### config.mk
export PLATFORM = sky130hd
export DESIGN_NAME = ctrl_burst_data
export DESIGN_NICKNAME = d
export VERILOG_FILES = /design/src/rtl/ctrl_burst_data.sv
export SDC_FILE = /design/constraint.sdc
export NUM_CORES = 1
export LEC_CHECK = 0
export CAP_MARGIN = 20
export CORE_MARGIN = 8
export CORE_UTILIZATION = 55
export DETAILED_ROUTE_END_ITERATION = 6
export PLACE_DENSITY = 0.73
export SETUP_SLACK_MARGIN = 0.4
export SLEW_MARGIN = 20
export SYNTH_ARGS = -nofsm -noshare
export SYNTH_HDL_FRONTEND = slang
export SYNTH_SLANG_ARGS = --single-unit
### constraint.sdc
create_clock -name CK_t -period 24.5 [get_ports CK_t]
set_input_delay 3.675 -clock CK_t [delete_from_list [all_inputs] [get_ports CK_t]]
set_output_delay 3.675 -clock CK_t [all_outputs]
set_load 0.02 [all_outputs]
### src/rtl/ctrl_burst_data.sv
// ctrl_burst_data: queues issued CAS commands, waits AL+CL / AL+CWL, then frames the DQ/DQS burst and flags completion.
module ctrl_burst_data #(
   parameter int QDEPTH = 4,
   parameter int TSW    = 8
) (
   input  logic       CK_t,
   input  logic       reset,
   input  logic       cas_rdy,
   input  logic [2:0] cas_req,
   input  logic [4:0] CL,
   input  logic [4:0] CWL,
   input  logic [4:0] AL,
   input  logic [4:0] BL,
   output logic       rd_data_en,
   output logic       wr_data_en,
   output logic       dqs_en,
   output logic [1:0] beat_idx,
   output logic       rw_done,
   output logic       precharge_req,
   output logic       busy,
   output logic       q_full,
   output logic       overflow_err,
   output logic       late_err
);
   localparam logic [2:0] RD_R  = 3'd1;
   localparam logic [2:0] RDA_R = 3'd2;
   localparam logic [2:0] WR_R  = 3'd3;
   localparam logic [2:0] WRA_R = 3'd4;
   localparam logic [1:0] D_IDLE  = 2'd0;
   localparam logic [1:0] D_WAIT  = 2'd1;
   localparam logic [1:0] D_BURST = 2'd2;
   localparam int AW = $clog2(QDEPTH);
   localparam logic [AW:0] FULL = (AW+1)'(QDEPTH);
   localparam logic [TSW-1:0] HALF = {1'b1, {(TSW-1){1'b0}}};

   typedef struct packed {
      logic           is_wr;
      logic           ap;
      logic           bc4;
      logic [TSW-1:0] due;
   } ent_t;

   ent_t q [QDEPTH];
   ent_t ent_in, head;
   logic [AW-1:0] rp, wp;
   logic [AW:0] cnt, cnt_n;
   logic [TSW-1:0] cyc, nxt;
   logic [1:0] state, state_n, beat_n;
   logic cur_wr, cur_ap, cur_bc4, wr_n, ap_n, bc4_n;
   logic valid_req, in_wr, in_ap, empty, head_due, in_burst, last;
   logic launch, pop, bypass, push, drop, burst_n, done_n;
   logic [5:0] lat6, lat;

   // All decisions are made for the cycle being entered (nxt), so every output can be registered.
   always_comb begin
      valid_req = cas_rdy && (cas_req inside {RD_R, RDA_R, WR_R, WRA_R});
      in_wr     = cas_req == WR_R || cas_req == WRA_R;
      in_ap     = cas_req == RDA_R || cas_req == WRA_R;
      lat6      = in_wr ? {1'b0, AL} + {1'b0, CWL} : {1'b0, AL} + {1'b0, CL};
      lat       = lat6 == 6'd0 ? 6'd1 : lat6;
      nxt       = cyc + TSW'(1);
      ent_in    = {in_wr, in_ap, BL == 5'd4, cyc + TSW'(lat)};
      empty     = cnt == '0;
      // An empty queue lets a fresh CAS launch directly, which latency 1 requires.
      head      = empty ? ent_in : q[rp];
      head_due  = (!empty || valid_req) && ((nxt - head.due) < HALF);
      in_burst  = state == D_BURST;
      last      = in_burst && beat_idx == (cur_bc4 ? 2'd1 : 2'd3);
      launch    = (!in_burst || last) && head_due;
      pop       = launch && !empty;
      bypass    = launch && empty;
      push      = valid_req && !bypass && (cnt != FULL || pop);
      drop      = valid_req && !bypass && cnt == FULL && !pop;
      cnt_n     = cnt + (AW+1)'(push) - (AW+1)'(pop);
      state_n   = (launch || (in_burst && !last)) ? D_BURST : cnt_n != '0 ? D_WAIT : D_IDLE;
      beat_n    = launch ? 2'd0 : (in_burst && !last) ? beat_idx + 2'd1 : 2'd0;
      wr_n      = launch ? head.is_wr : cur_wr;
      ap_n      = launch ? head.ap : cur_ap;
      bc4_n     = launch ? head.bc4 : cur_bc4;
      burst_n   = state_n == D_BURST;
      done_n    = burst_n && beat_n == (bc4_n ? 2'd1 : 2'd3);
   end

   always_ff @(posedge CK_t)
      if (push) q[wp] <= ent_in;

   always_ff @(posedge CK_t) begin
      if (reset) begin
         cyc           <= '0;
         state         <= D_IDLE;
         cnt           <= '0;
         rp            <= '0;
         wp            <= '0;
         cur_wr        <= 1'b0;
         cur_ap        <= 1'b0;
         cur_bc4       <= 1'b0;
         beat_idx      <= 2'd0;
         rd_data_en    <= 1'b0;
         wr_data_en    <= 1'b0;
         dqs_en        <= 1'b0;
         rw_done       <= 1'b0;
         precharge_req <= 1'b0;
         busy          <= 1'b0;
         q_full        <= 1'b0;
         overflow_err  <= 1'b0;
         late_err      <= 1'b0;
      end else begin
         cyc           <= nxt;
         state         <= state_n;
         cnt           <= cnt_n;
         if (push) wp <= wp + 1'b1;
         if (pop) rp <= rp + 1'b1;
         cur_wr        <= wr_n;
         cur_ap        <= ap_n;
         cur_bc4       <= bc4_n;
         beat_idx      <= beat_n;
         rd_data_en    <= burst_n && !wr_n;
         wr_data_en    <= burst_n && wr_n;
         dqs_en        <= burst_n;
         rw_done       <= done_n;
         precharge_req <= done_n && ap_n;
         busy          <= cnt_n != '0 || burst_n;
         q_full        <= cnt_n == FULL;
         if (drop) overflow_err <= 1'b1;
         if (launch && head.due != nxt) late_err <= 1'b1;
      end
   end
endmodule

==> metrics.cfg <==
[critical_path]
worst_setup_path_start_kind = input pin
cp_slowest_cell = clkdlybuf4s50_1
r2r_start = cyc[0]$_SDFF_PP0_
crit_path_max_incr_delay_ns = 0.46
cp.depth = 41
r2r_cells = 26
critical_path.top_delay_family = compound AO/OA/AOI/OAI gates
timing.rr.end = busy$_SDFF_PP0_
worstPathMaxFanout = 10
cp-end-kind = register
worstPathArrival_ns = 11.53
cp_num_buf_inv = 7
worstSetupPathType = input pin to register
rrSetupSlack_ns = 18.63
crit_start = cas_req[1]
crit_required_ns = 24.73
endpoint = busy$_SDFF_PP0_

[synthesis]
syn-mean-instance-area_sq_um = 12.4
synth-seq-area-share_pct = 50.7
ys_ff_latch = 76
syn-num-nets = 366
synth_edf_count = 44
syn_area_sq_um = 3870
synth.distinct_cells = 50
synth_cells = 311
yosysWarnings = 0
async_flop_share_pct = 0
synth_ff_type = edfxtp_1

[power_and_ir_drop]
power_density_nw_per_um2 = 91.3
vdd_drop_max_mv = 0.0654
netSwitchingPower_mw = 0.143
internal_power_mw = 0.268
power_frac_seq_pct = 41.2
total_power_mw = 0.411
leakage_nw = 1.72
sw_frac_of_total_pct = 34.7
power_frac_comb_pct = 38.8
clockPowerShare_pct = 20.0

[hold_path]
hp-start = overflow_err$_SDFFE_PP0P_
hold_class = register to register

[clock_tree]
clk_path_buf_depth = 2
cts_hold_buf = 0
post_cts_buffers = 0
cts_buffers = 9
cts_tree = yes
htreeDepth = 3
clk_latency_ns = 0.34
cts.sinks = 76
root_buffer = clkbuf_8
path_clk_slew_ns = 0.08
ctsResizeCount = 0

[timing]
final_max_slew_viol_count = 0
finalSetupViolations = 0
final_period_minus_worst_setup_slack_ns = 11.30
worst_slack_ns = 13.20
finalSetupTns_ns = 0
slew_headroom_pct = 47.4
tightest_slew_ns = 0.789
post-route-period-util_pct = 46.1
skew_ns = 0.0109
grt_setup_unrepaired = false
hold_violations = 0
max_freq_mhz = 88.5

[job]
drv_cap = 0

[drt]
postRouteAntennaNets = 0
post_drt_wl_per_cell_microns = 16.0
drt_iter0_markers = 137
dr.pass1.iters = 4
num_vias = 2427
routed_via_density = 5.35
routed_wl_microns = 7270
drcViolationCount = 0

[run_status]
status = finished clean

[global_route]
grt_max_degree = 27
globalRouteOverflowTotal = 0
grt_pass1_wl_microns = 12400
track_usage_pct = 16.0
grt_pass1_vias = 2503
antenna_found_initial = 0

[final_layout]
final_cells = 454
nNetsFinal = 408
antennaDiodeCount = 0
drive_gt1_share_pct = 14.0
final_core_util_pct = 66.3
area_growth_pct = 16.5

[place]
placed_cells = 438
hpwl_microns = 5360
pre_cts_ws_ns = 12.80
gp_congestion = 0.829
numPortBuffers = 36

[die]
die_h_microns = 99.8
die_w_microns = 99.8
fp.coreArea_sq_um = 6790
start_util_pct = 56.9
num_rows = 30
dieArea_sq_um = 9970
boundaryPins = 37

cell usage after synthesis, types with 5 or more instances:
library cell  count  area [sq um]
xor2_1            6          52.6
clkbuf_1          5          18.8
nand3_1           6          30.0
nand2_1          18          67.6
nor2b_1           9          56.3
dfxtp_1          32           641
mux2i_1          10           100
edfxtp_1         44          1320
nor3_1            7          35.0
mux2_2            6          67.6
o21ai_0           5          25.0
nor2_1           27           101
a21o_1            5          37.5
ha_1             26           325
mux4_2           11           248
xnor2_1          17           149
inv_1            17          63.8
and2_1            6          37.5
a21oi_1          10          50.1
state kept, by name, summed over array words and instances (netlist names), 2 cells and up, named ones only:
signal and flops:
cyc 8, cnt 3, wp 2, beat_idx 2, rp 2, q 44
metal layers:
| metal | up-vias | GRT usage [%] | part of all wire (%) |
|---|---|---|---|
| met5 | - | 0 | 0 |
| met4 | 0 | 6.29 | 1.2 |
| met3 | 5 | 3.81 | 5.6 |
| met2 | 61 | 25.2 | 45 |
| met1 | 1155 | 20.6 | 48 |
| li1 | 1206 | - | - |
area by class of cell:
| type | count | area (sq um) |
|---|---|---|
| fill | 523 | 2290 |
| sequential | 76 | 1960 |
| multi-input combinational | 210 | 1810 |
| timing repair buffer | 39 | 383 |
| clock buffer | 10 | 128 |
| tap | 96 | 120 |
| inverter | 17 | 63.8 |
| clock inverter | 6 | 38.8 |
per-stage QoR:
stage,hold WS (ns),cell area [sq um]
global route,0.536,4500
CTS,0.501,4500
finish,0.504,4500
floorplan,0.459,3870
detailed placement,0.482,4340
global placement,0.471,4340
layout by cell type, fill, tap and decap left out, drive strengths merged, types with 4 or more instances in the layout:
cell type,Yosys,routed
edfxtp,44,44
clkdlybuf4s50,0,36
dfxtp,32,32
nor2,28,28
ha,26,26
inv,17,20
nand2,19,19
xnor2,18,18
a21oi,13,13
mux4,11,11
mux2i,10,10
clkbuf,5,10
nor2b,9,9
nor3,7,7
mux2,6,6
nand3,6,6
xor2,6,6
and2,6,6
o21ai,6,6
a21o,5,5
or3,4,4
worst min-delay path, stage by stage (launching register included):
cell and delay (ns):
dfxtp_1 0.34, a41oi_1 0.05, nor2_1 0.08
worst min-delay path by stage:
| stage | to | slack (ns) | cells past startpoint |
|---|---|---|---|
| CTS | overflow_err$_SDFFE_PP0P_ | 0.50 | 2 |
| global placement | overflow_err$_SDFFE_PP0P_ | 0.47 | 2 |
| global route | overflow_err$_SDFFE_PP0P_ | 0.54 | 2 |
| finish | overflow_err$_SDFFE_PP0P_ | 0.50 | 2 |
| detailed placement | overflow_err$_SDFFE_PP0P_ | 0.48 | 2 |
| floorplan | register | 0.46 | 2 |
logic make-up after synthesis:
group           after synthesis  synth area share [%]
mux                          27                  10.7
compound gates               38                  7.67
flops                        76                  50.7
buf+inv                      25                  2.49
simple gates                 91                  12.1
fa+ha+maj                    29                  9.97
xor+xnor                     25                  6.28
power by group through the flow:
stage	Clock, mW	Combinational, mW	Sequential, mW
finish	0.0823	0.159	0.169
global route	0.0896	0.178	0.172
CTS	0.0845	0.161	0.170
detailed placement	0	0.160	0.173
global placement	0	0.157	0.172
floorplan	0	0.118	0.171
No activity file was read; power rests on OpenSTA's default activity.
